## src/rtl/approx_mul_pkg.sv

```systemverilog
// Shared types and helpers for the sequential approximate multiplier.
//   apx_state_t : controller states (idle, accumulating, result held)
//   apx_mask    : column mask applied to every approximate partial product
package approx_mul_pkg;

  typedef enum logic [1:0] {StIdle, StBusy, StDone} apx_state_t;

  // Widest product the mask helper supports; callers slice to their own 2W.
  localparam int unsigned MaxProdW = 64;

  // Ones in columns [trunc, 2w), zeros in the truncated low columns and above the product.
  function automatic logic [MaxProdW-1:0] apx_mask(input int unsigned w,
                                                    input int unsigned trunc);
    logic [MaxProdW-1:0] m;
    m = '0;
    for (int unsigned i = 0; i < MaxProdW; i++) begin
      m[i] = (i >= trunc) && (i < 2 * w);
    end
    return m;
  endfunction

endpackage

```

## src/rtl/approx_err_monitor.sv

```systemverilog
// Error statistics for consumed results.
//   clk, rst_n : clock, async active-low reset
//   hs         : output handshake strobe (result consumed this cycle)
//   mode       : result was approximate
//   err        : exact minus approximate for the consumed result
//   err_flag   : result exceeded the error threshold
//   clr_stats  : synchronous clear, wins over a coincident update
//   err_cnt    : saturating count of consumed flagged results
//   max_err    : largest err among consumed approximate results
module approx_err_monitor #(
  parameter int unsigned PW    = 8,
  parameter int unsigned CNT_W = 16
) (
  input  logic             clk,
  input  logic             rst_n,
  input  logic             hs,
  input  logic             mode,
  input  logic [PW-1:0]    err,
  input  logic             err_flag,
  input  logic             clr_stats,
  output logic [CNT_W-1:0] err_cnt,
  output logic [PW-1:0]    max_err
);

  logic [CNT_W-1:0] err_cnt_q;
  logic [PW-1:0]    max_err_q;

  always_ff @(posedge clk or negedge rst_n) begin
    if (!rst_n) begin
      err_cnt_q <= '0;
      max_err_q <= '0;
    end else if (clr_stats) begin
      err_cnt_q <= '0;
      max_err_q <= '0;
    end else if (hs) begin
      if (err_flag && (err_cnt_q != {CNT_W{1'b1}})) begin
        err_cnt_q <= err_cnt_q + CNT_W'(1);
      end
      if (mode && (err > max_err_q)) begin
        max_err_q <= err;
      end
    end
  end

  assign err_cnt = err_cnt_q;
  assign max_err = max_err_q;

endmodule

```

## src/rtl/approx_mul_seq.sv

```systemverilog
// Sequential shift-add unsigned multiplier with selectable approximate mode.
// Exact and truncated accumulators run side by side so every result carries its error.
//   clk, rst_n          : clock, async active-low reset
//   in_valid / in_ready : operand handshake; a, b, mode captured on accept
//   out_valid/out_ready : result handshake; prod, err, err_flag held until consumed
//   clr_stats           : clear err_cnt and max_err
//   err_cnt, max_err    : running error statistics
module approx_mul_seq
  import approx_mul_pkg::*;
#(
  parameter int unsigned W     = 4,
  parameter int unsigned TRUNC = 2,
  parameter int unsigned ET    = 2,
  parameter int unsigned CNT_W = 16
) (
  input  logic             clk,
  input  logic             rst_n,
  input  logic             in_valid,
  output logic             in_ready,
  input  logic [W-1:0]     a,
  input  logic [W-1:0]     b,
  input  logic             mode,
  output logic             out_valid,
  input  logic             out_ready,
  output logic [2*W-1:0]   prod,
  output logic [2*W-1:0]   err,
  output logic             err_flag,
  output logic [CNT_W-1:0] err_cnt,
  output logic [2*W-1:0]   max_err,
  input  logic             clr_stats
);

  localparam int unsigned PW    = 2 * W;
  localparam int unsigned StepW = (W > 1) ? $clog2(W) : 1;

  localparam logic [MaxProdW-1:0] MaskFull = apx_mask(W, TRUNC);
  localparam logic [PW-1:0]       Mask     = MaskFull[PW-1:0];
  localparam logic [PW-1:0]       EtV      = PW'(ET);
  localparam logic [StepW-1:0]    LastStep = StepW'(W - 1);

  apx_state_t       state_q, state_d;
  logic [W-1:0]     a_q, b_q;
  logic             mode_q;
  logic [StepW-1:0] step_q;
  logic [PW-1:0]    acc_exact_q, acc_apx_q;
  logic             out_valid_q;
  logic [PW-1:0]    prod_q, err_q;
  logic             err_flag_q;

  logic [PW-1:0]    pp;
  logic [PW-1:0]    err_now;
  logic             hs;

  assign pp      = b_q[step_q] ? (PW'(a_q) << step_q) : '0;
  assign err_now = acc_exact_q - acc_apx_q;
  assign hs      = out_valid_q & out_ready;

  always_ff @(posedge clk or negedge rst_n) begin
    if (!rst_n) begin
      state_q <= StIdle;
    end else begin
      state_q <= state_d;
    end
  end

  always_comb begin
    state_d = state_q;
    case (state_q)
      StIdle:  if (in_valid) state_d = StBusy;
      StBusy:  if (step_q == LastStep) state_d = StDone;
      StDone:  if (hs) state_d = StIdle;
      default: state_d = StIdle;
    endcase
  end

  always_ff @(posedge clk or negedge rst_n) begin
    if (!rst_n) begin
      a_q         <= '0;
      b_q         <= '0;
      mode_q      <= 1'b0;
      step_q      <= '0;
      acc_exact_q <= '0;
      acc_apx_q   <= '0;
      out_valid_q <= 1'b0;
      prod_q      <= '0;
      err_q       <= '0;
      err_flag_q  <= 1'b0;
    end else begin
      case (state_q)
        StIdle: begin
          if (in_valid) begin
            a_q         <= a;
            b_q         <= b;
            mode_q      <= mode;
            step_q      <= '0;
            acc_exact_q <= '0;
            acc_apx_q   <= '0;
          end
        end
        StBusy: begin
          acc_exact_q <= acc_exact_q + pp;
          acc_apx_q   <= acc_apx_q + (pp & Mask);
          step_q      <= step_q + StepW'(1);
        end
        StDone: begin
          // First DONE cycle registers the result; it is then held until consumed.
          if (!out_valid_q) begin
            out_valid_q <= 1'b1;
            prod_q      <= mode_q ? acc_apx_q : acc_exact_q;
            err_q       <= err_now;
            err_flag_q  <= mode_q && (err_now > EtV);
          end else if (out_ready) begin
            out_valid_q <= 1'b0;
            prod_q      <= '0;
            err_q       <= '0;
            err_flag_q  <= 1'b0;
          end
        end
        default: ;
      endcase
    end
  end

  assign in_ready  = (state_q == StIdle);
  assign out_valid = out_valid_q;
  assign prod      = prod_q;
  assign err       = err_q;
  assign err_flag  = err_flag_q;

  approx_err_monitor #(
    .PW    (PW),
    .CNT_W (CNT_W)
  ) u_err_monitor (
    .clk       (clk),
    .rst_n     (rst_n),
    .hs        (hs),
    .mode      (mode_q),
    .err       (err_q),
    .err_flag  (err_flag_q),
    .clr_stats (clr_stats),
    .err_cnt   (err_cnt),
    .max_err   (max_err)
  );

endmodule
```

## config.mk

```make
export PLATFORM = sky130hd
export DESIGN_NAME = approx_mul_seq
export DESIGN_NICKNAME = d
export VERILOG_FILES = /design/src/rtl/approx_mul_pkg.sv /design/src/rtl/approx_err_monitor.sv /design/src/rtl/approx_mul_seq.sv
export SDC_FILE = /design/constraint.sdc
export NUM_CORES = 1
export LEC_CHECK = 0
export BUFFER_PORTS_ARGS = -buffer_cell sky130_fd_sc_hd__buf_4
export CORE_AREA = 2 2 100 102
export DETAILED_ROUTE_END_ITERATION = 6
export DIE_AREA = 0 0 102 104
export GPL_ROUTABILITY_DRIVEN = 0
export MAX_ROUTING_LAYER = met4
export PLACE_DENSITY = 0.71
export SLEW_MARGIN = 20
export SYNTH_ARGS = -nofsm -noshare
export SYNTH_HDL_FRONTEND = slang
export SYNTH_SLANG_ARGS = --single-unit
```

## constraint.sdc

```tcl
create_clock -name clk -period 3.1 [get_ports clk]
set_input_delay 0.465 -clock clk [delete_from_list [all_inputs] [get_ports clk]]
set_output_delay 0.465 -clock clk [all_outputs]
set_load 0.02 [all_outputs]
```

# Word-level counts from Yosys, hierarchy flattened
# Cells that the tools add are included.
[totals] word_cells=71 input_bits=14 output_inout_bits=43 ff_bits=71
[op_classes] bitwise_logic=1 reduce_logical=14 shifts=1 n_addsub=5 n_mux=26 n_eq_ne=8 n_lt_le_gt_ge=3
[ops] cell="$mux W8" count=9
[ops] cell="$mux W16" count=3
[ops] cell="$pmux W8 S2" count=2
[ops] cell="$add A16 B1 Y16 const B" count=1
[ops] cell="$add A8 B8 Y8" count=2
[ops] cell="$ne A16 B16 Y1 const B" count=1
[ops] cell="$reduce_and A2 Y1" count=5
[ops] cell="$gt A8 B2 Y1 const B" count=1
[ops] cell="$gt A8 B8 Y1" count=1
[ops] cell="$mux W2" count=4
[ops] cell="$ne A2 B2 Y1 const B" count=4
[ops] cell="$reduce_bool A2 Y1" count=4
[ops] cell="$shl A4 B2 Y8" count=1
[ops] cell="$sub A8 B8 Y8" count=1
[ops] cell="$pmux W2 S3" count=1
[ops] cell="$mux W1" count=5
[ops] cell="$eq A2 B2 Y1 const B" count=2
[ops] cell="$pmux W2 S2" count=1
[ops] cell="$logic_and A1 B1 Y1" count=3
[ops] cell="$lt A2 B3 Y1 const B" count=1
[ops] cell="$reduce_and A3 Y1" count=1
[ops] cell="$add A2 B1 Y2 const B" count=1
[ops] cell="$bmux W1 S2" count=1
[ops] cell="$eq A2 B1 Y1 const B" count=1
[ops] cell="other kinds (2)" count=2

# Longest topological paths before layout
# Gate-level depths: netlist of run 1.
[logic_depth] word_depth=5 depth_mapped=12 mapped_depth_nobuf=11

# Hierarchy
# From an unflattened synthesis of run 1, not the netlist that was laid out.
[hier_totals] cells_unflattened=452 area_unflattened_um2=4276.6
[by_module_without_submodules] mod="approx_mul_seq" seq_area_each_um2=1126.1 area_per_inst_um2=2690.1 instances=1 cells_each=295
[by_module_without_submodules] mod="approx_err_monitor" seq_area_each_um2=600.6 area_per_inst_um2=1586.5 instances=1 cells_each=157

# Worst setup path after synthesis of run 1
# Ideal clock, no wire load.
[synth_path] path_type="flip-flop to flip-flop" startpoint="register step_q[1]" endpoint="register acc_exact_q[6]" path_slack_ns=0.498 period_less_slack_ns=2.602 t_required_ns=3.031 path_buffers=1 t_arrival_ns=2.533 path_stages_with_launch=11 setup_time_ns=0.069 path_cell_list="dfrtp_1 -> clkbuf_1 -> mux2_2 -> o211ai_1 -> inv_1 -> ha_1 -> inv_1 -> o21ai_0 -> a21oi_1 -> or4b_1 -> nand3_1"
[synth_via] elab_chain_cells=5 elab_cells_between_ends=6 classes_between="add/sub: 1; shift: 1; mux: 4"
[synth_rtl] item="start, declared" line="approx_mul_seq.sv:44" source="logic [StepW-1:0] step_q;"
[synth_rtl] item="start signal, assigned" line="approx_mul_seq.sv:103" source="step_q <= step_q + StepW'(1);"
[synth_rtl] item="$bmux W1 S2" line="approx_mul_seq.sv:54" source="assign pp = b_q[step_q] ? (PW'(a_q) << step_q) : '0;"
[synth_rtl] item="$mux W1 (implied by the code)" line="approx_mul_seq.sv:54"
[synth_rtl] item="$mux W8 *" line="approx_mul_seq.sv:54"
[synth_rtl] item="$add A8 B8 Y8 *" line="approx_mul_seq.sv:101" source="acc_exact_q <= acc_exact_q + pp;"
[synth_rtl] item="$pmux W8 S2 *" line="approx_mul_seq.sv:89" source="case (state_q)"
[synth_rtl] item="end signal, assigned" line="approx_mul_seq.sv:101"
[synth_rtl] item="end, declared" line="approx_mul_seq.sv:45" source="logic [PW-1:0] acc_exact_q, acc_apx_q;"
# Every way passes the cells marked *; elsewhere a longest branch is shown, timed or not. The select of a mux whose other input is x is not followed.
# A chain may end at the register's enable or synchronous reset.

# Worst setup path after layout of run 1
# Same ends and word-level chain as after synthesis.

==> impl_metrics.py, run 1 <==
metrics = {
    "routing": {
        "drc_errors": 0,
        "drt_iter0_drc": 98,
        "route.met2.wl_mm": 4.26,
        "drt-met1-wl_mm": 4.20,
        "antenna_left": 0,
        "top_layer": "met4",
        "viasPerCell": 5.23,
        "avgRoutedWirePerCell_um": 13.9,
        "wl_met3_um": 280,
        "drt_first_pass_iters": 5,
        "num_vias": 3343,
        "drt-total-wl_mm": 8.87,
    },
    "floorplan": {
        "initial_core_util_pct": 43.7,
        "die_y_um": 104,
        "core_area_sq_um": 9550,
        "die-width_um": 102,
        "row_count": 36,
        "io_pins": 57,
        "dieArea_sq_um": 10600,
    },
    "worst_hold_path": {
        "hold_class": "in -> async",
    },
    "cells_and_area": {
        "fin_nets": 546,
        "antenna_cells": 0,
        "final_common_cell": "dfrtp_1",
        "final_area_sq_um": 4970,
        "layout_common_cells": "dfrtp_1, nand2_1, buf_4, o21ai_0",
        "drive_gt1_share_pct": 17.8,
        "area_delta_synth_final_pct": 19.2,
    },
    "worst_setup_path": {
        "r2r-end": "acc_exact_q[6]",
        "crit_top_cell": "inv_1",
        "crit_start": "step_q[1]",
        "critPathKind": "reg -> reg",
        "setup.worst_path.end_class": "flop",
        "reg2reg_slack_ns": 0.38,
        "slowest_stage": "dfrtp_1",
        "worstReg2RegStart": "step_q[1]",
        "crit_path_cell_trace": "mux2_2, o211ai_1, inv_1, ha_1, inv_1, o21ai_0, a21oi_1, or4b_1, nand3_1",
        "path_max_fanout": 11,
        "worstPathArrival_ns": 3.00,
        "crit_required_ns": 3.38,
        "start_kind": "flop",
        "reg2reg_depth": 9,
        "critPathMaxStageDelay_ns": 0.53,
    },
    "cts": {
        "clk_latency_ns": 0.35,
        "cts_tree": "yes",
        "htree_levels": 3,
        "cts_resized": 0,
        "clk_pin_slew_ns": 0.08,
        "cts_buffers": 9,
        "cts_hold_buf": 0,
        "cts_root_buffer": "clkbuf_8",
        "post_cts_buffers": 0,
        "clock_sinks": 69,
        "clk_path_buf_depth": 2,
    },
    "global_routing": {
        "grt_pass1_wl_mm": 15.1,
        "grt_antenna_before_repair": 0,
        "grt_pass1_vias": 3185,
        "globalRouteOverflowTotal": 0,
        "grt_max_degree": 70,
        "track_usage_pct": 18.2,
    },
    "yosys": {
        "syn_avg_cell_area_sq_um": 9.31,
        "async_reset_ff_share_pct": 100,
        "synth_edf_count": 0,
        "seq_area_frac_synth_pct": 41.4,
        "ys_types": 55,
        "ys.flop_type": "dfrtp_1",
        "synth-seq-cells": 69,
        "synthCells": 448,
        "synth_area_sq_um": 4170,
        "synth.net_count": 493,
        "yosys_warnings": 0,
    },
    "timing": {
        "hold_viol_final": 0,
        "max_freq_mhz": 367,
        "min_period_ns": 2.72,
        "period_share_pct": 87.8,
        "tightest_slew_ns": 0.865,
        "max-slew-margin-rel_pct": 42.4,
        "drv_slew": 0,
        "hold_slack_ns": 0.224,
        "finClkSkew_ns": 0.00954,
        "tns_ns": 0,
        "grt_setup_unrepaired": "false",
        "setup_viol": 0,
    },
    "pwr": {
        "pwr_density_cell_nw_per_um2": 898,
        "power.leakage_uw": 0.00233,
        "vdd_drop_max_mv": 0.511,
    },
    "placement": {
        "place_area_sq_um": 4710,
        "dp_hpwl_mm": 6.50,
        "portBuffers": 56,
    },
    "outcome": {
        "status": "completed",
    },
    "run": {
        "drv_cap": 0,
    },
}
per-layer routing:
layer	up-vias	track usage (%)
met2	56	28.1
met4	0	6.38
met5	-	-
met1	1614	24.6
met3	14	2.42
li1	1659	-
critical path: cells and delay by family (launching register included):
kind | cells | cell delay [ns]
multiplexers | 1 | 0.39
adder cells (fa/ha/maj) | 1 | 0.33
buffers and inverters | 2 | 0.19
flip-flops | 1 | 0.53
AND/OR/NAND/NOR | 2 | 0.55
AO/OA/AOI/OAI | 3 | 0.65
area by class of cell:
cell class	count	area, sq um
timing repair buffer	59	443
inverter	25	93.8
multi-input combinational	337	2280
tap	133	166
sequential	69	1730
clock buffer	10	128
clock inverter	6	135
fill	894	4580
per-stage QoR:
stage,cells,util (%),setup WS [ns],power (uW)
after global routing,639,52.1,0.213,4820
after floorplan,448,-,0.498,2900
after detailed placement,623,49.3,0.417,3520
after CTS,639,52.1,0.381,4500
final,639,52.1,0.379,4460
after global placement,623,49.3,0.490,3440
power by group:
group | internal, uW | total, uW | switching [uW]
sequential | 1160 | 1470 | 307
combinational | 884 | 2030 | 1150
clock | 616 | 965 | 349
kinds of logic after synthesis:
logic type	Yosys count	synth area share (%)
and+or+nand+nor	170	20.6
AOI/OAI and AO/OA	92	14.6
DFF	69	41.4
buffers and inverters	42	3.96
adders and majority gates	31	9.66
xor gates and xnor gates	24	5.04
muxes	18	4.65
other	2	0.180
cell usage after synthesis, types with 2 or more instances:
cell | number | area (sq um)
a211oi_1 | 2 | 15.0
a21o_1 | 7 | 52.6
a21oi_1 | 17 | 85.1
a22o_1 | 9 | 78.8
a31oi_1 | 7 | 43.8
a32o_1 | 2 | 20.0
and2_1 | 5 | 31.3
and3_1 | 6 | 37.5
buf_2 | 3 | 15.0
clkbuf_1 | 13 | 48.8
conb_1 | 2 | 7.51
dfrtp_1 | 69 | 1730
fa_1 | 2 | 40.0
ha_1 | 29 | 363
inv_1 | 25 | 93.8
mux2i_1 | 16 | 160
nand2_1 | 66 | 248
nand2b_1 | 20 | 125
nand3_1 | 8 | 40.0
nand3b_1 | 2 | 15.0
nand4_1 | 5 | 31.3
nor2_1 | 29 | 109
nor2b_1 | 6 | 37.5
nor3_1 | 8 | 40.0
nor4_1 | 2 | 12.5
o211ai_1 | 5 | 37.5
o21ai_0 | 31 | 155
o41ai_1 | 2 | 17.5
or2_2 | 2 | 12.5
xnor2_1 | 12 | 105
xor2_1 | 12 | 105
worst max-delay path by stage:
stage | end | slack (ns) | depth (start not counted)
6_report | acc_exact_q[6] | 0.38 | 9
4_1_cts | acc_exact_q[6] | 0.38 | 9
3_5_place_dp | acc_exact_q[6] | 0.42 | 9
5_1_grt | acc_exact_q[6] | 0.21 | 9
2_1_floorplan | acc_exact_q[6] | 0.50 | 10
3_3_place_gp | acc_exact_q[6] | 0.49 | 9
sequential cells by signal (all words and copies together) (netlist names):
register,cells
out_valid,1
err,8
acc_exact_q,8
u_err_monitor.max_err,8
state_q,2
step_q,2
a_q,4
u_err_monitor.err_cnt,16
b_q,4
prod,8
mode_q,1
acc_apx_q,6
err_flag,1
(Power assumes the default switching activity.)
==> run 2: changes to the inputs <==
- CORE_AREA: 2 2 100 102 -> 2 2 101 103
- DIE_AREA: 0 0 102 104 -> 0 0 103 105
- SYNTH_HIERARCHICAL: default -> 1
==> impl_metrics.py, run 2 <==
metrics = {
    "global_routing": {
        "grt_pass1_wl_mm": 15.8,
        "track_usage_pct": 18.9,
        "grt_antenna_before_repair": 0,
        "grt_pass1_vias": 3308,
        "globalRouteOverflowTotal": 0,
        "grt_max_degree": 70,
    },
    "cts": {
        "clock_sinks": 69,
        "htree_levels": 3,
        "cts_hold_buf": 0,
        "cts_tree": "yes",
        "cts_buffers": 9,
        "cts_root_buffer": "clkbuf_8",
        "clk_path_buf_depth": 2,
        "clk_pin_slew_ns": 0.07,
        "post_cts_buffers": 0,
        "clk_latency_ns": 0.34,
        "cts_resized": 0,
    },
    "timing": {
        "setup_viol": 0,
        "period_share_pct": 88.5,
        "grt_setup_unrepaired": "false",
        "min_period_ns": 2.74,
        "tns_ns": 0,
        "drv_slew": 0,
        "finClkSkew_ns": 0.00785,
        "max_freq_mhz": 364,
        "hold_viol_final": 0,
        "max-slew-margin-rel_pct": 41.2,
        "tightest_slew_ns": 0.882,
    },
    "floorplan": {
        "io_pins": 57,
        "initial_core_util_pct": 44.4,
        "die_y_um": 105,
        "dieArea_sq_um": 10800,
        "core_area_sq_um": 9640,
        "row_count": 36,
        "die-width_um": 103,
    },
    "routing": {
        "viasPerCell": 5.21,
        "drt-total-wl_mm": 9.46,
        "num_vias": 3358,
        "drt_iter0_drc": 123,
        "antenna_left": 0,
        "drt_first_pass_iters": 4,
        "avgRoutedWirePerCell_um": 14.7,
        "drc_errors": 0,
    },
    "worst_setup_path": {
        "worstPathArrival_ns": 3.02,
        "setup.worst_path.end_class": "flop",
        "crit_required_ns": 3.38,
        "critPathKind": "reg -> reg",
        "slowest_stage": "dfrtp_1",
        "crit_path_cell_trace": "mux4_2, o211ai_1, inv_2, ha_1, inv_1, o21ai_2, a21oi_1, or4b_1, nand3_1",
        "path_max_fanout": 16,
        "start_kind": "flop",
        "crit_start": "step_q[0]",
        "critPathMaxStageDelay_ns": 0.60,
        "reg2reg_depth": 9,
        "worstReg2RegStart": "step_q[0]",
    },
    "yosys": {
        "synth-seq-cells": 69,
        "yosys-top-cells-area": "dfrtp_1, ha_1, nand2_1, mux2i_1, nand2b_1",
        "synth_top_area_share_pct": 40.4,
        "seq_area_frac_synth_pct": 40.4,
        "yosys_warnings": 6,
        "ys_types": 60,
        "synth_edf_count": 0,
        "async_reset_ff_share_pct": 100,
        "synth_top_area_cell": "dfrtp_1",
        "synthCells": 452,
        "ys.flop_type": "dfrtp_1",
        "synth.net_count": 497,
        "synthTopCellsByCount": "dfrtp_1, nand2_1, nor2_1",
        "synth_area_sq_um": 4280,
        "syn_avg_cell_area_sq_um": 9.46,
    },
    "placement": {
        "portBuffers": 56,
        "dp_hpwl_mm": 6.86,
        "dp_cells": 629,
    },
    "cells_and_area": {
        "largest_reg_flops": 16,
        "layout_common_cells": "nand2_1, dfrtp_1, buf_4, nor2_1, ha_1",
        "antenna_cells": 0,
        "area_delta_synth_final_pct": 18.1,
        "num-fill-cells": 890,
        "final_cells": 645,
        "fin_nets": 552,
        "drive_gt1_share_pct": 18.0,
    },
    "pwr": {
        "vdd_drop_max_mv": 0.427,
        "pwr_density_cell_nw_per_um2": 892,
        "power.leakage_uw": 0.00244,
    },
    "worst_hold_path": {
        "hold_class": "in -> async",
    },
    "outcome": {
        "status": "completed",
    },
    "run": {
        "drv_cap": 0,
    },
}
[run 2: logic make-up (layout without fill, tap and decap cells)]
group,Yosys count,count (layout),synth area share (%)
xor+xnor,25,25,5.12
buf+inv,40,100,3.92
mux,18,18,4.53
fa+ha+maj,31,31,9.42
other cells,2,2,0.176
compound gates,85,85,13.3
flops,69,69,40.4
simple gates,182,182,23.1
[run 2: cell type report]
cell class / count / area, sq um / share of cell area [%]
Inverter: 25 / 93.8 / 1.86
Clock buffer: 12 / 145 / 2.87
Clock inverter: 4 / 95.1 / 1.88
Multi-Input combinational cell: 343 / 2380 / 47.2
Timing Repair Buffer: 59 / 443 / 8.77
Tap cell: 133 / 166 / 3.29
Sequential cell: 69 / 1730 / 34.2
[run 2: worst max-delay path: cells and delay by family, from the launching register on]
family | cells | cell delay [ns]
AOI/OAI and AO/OA | 3 | 0.46
adders and majority gates | 1 | 0.33
buffers and inverters | 2 | 0.17
DFF | 1 | 0.60
muxes | 1 | 0.57
and+or+nand+nor | 2 | 0.55
[run 2: worst paths after layout]
kind	to	slack, ns
worst min-delay path	u_err_monitor/max_err[4]	0.23
min in group clk	a_q[2]	0.30
worst min register to register	prod[3]	0.51
max in group asynchronous	acc_apx_q[7]	2.29
worst max-delay path	acc_exact_q[6]	0.36
worst max register to register	acc_exact_q[6]	0.36
[run 2: routing by layer]
metal	vias up	track usage, %	share of wire [%]
met5	-	-	0
met4	0	6.11	1.2
met2	78	30.2	49
met1	1589	24.4	45
li1	1681	-	-
met3	10	2.74	4.3
[run 2: through the flow]
| stage | total power, uW | hold WS [ns] | util [%] | setup WS (ns) | instance area [sq um] |
|---|---|---|---|---|---|
| 6_report | 4510 | 0.233 | 52.4 | 0.355 | 5050 |
| 5_1_grt | 4870 | 0.299 | 52.4 | 0.190 | 5050 |
| 4_1_cts | 4540 | 0.275 | 52.4 | 0.370 | 5050 |
| 3_5_place_dp | 3630 | 0.493 | 49.9 | 0.400 | 4810 |
| 3_3_place_gp | 3530 | 0.489 | 49.9 | 0.489 | 4810 |
| 2_1_floorplan | 2980 | 0.169 | - | 0.729 | 4280 |
[run 2: power by group]
| part | switching [uW] | internal, uW | total (uW) |
|---|---|---|---|
| Clock | 340 | 556 | 896 |
| Sequential | 308 | 1160 | 1470 |
| Combinational | 1230 | 908 | 2140 |
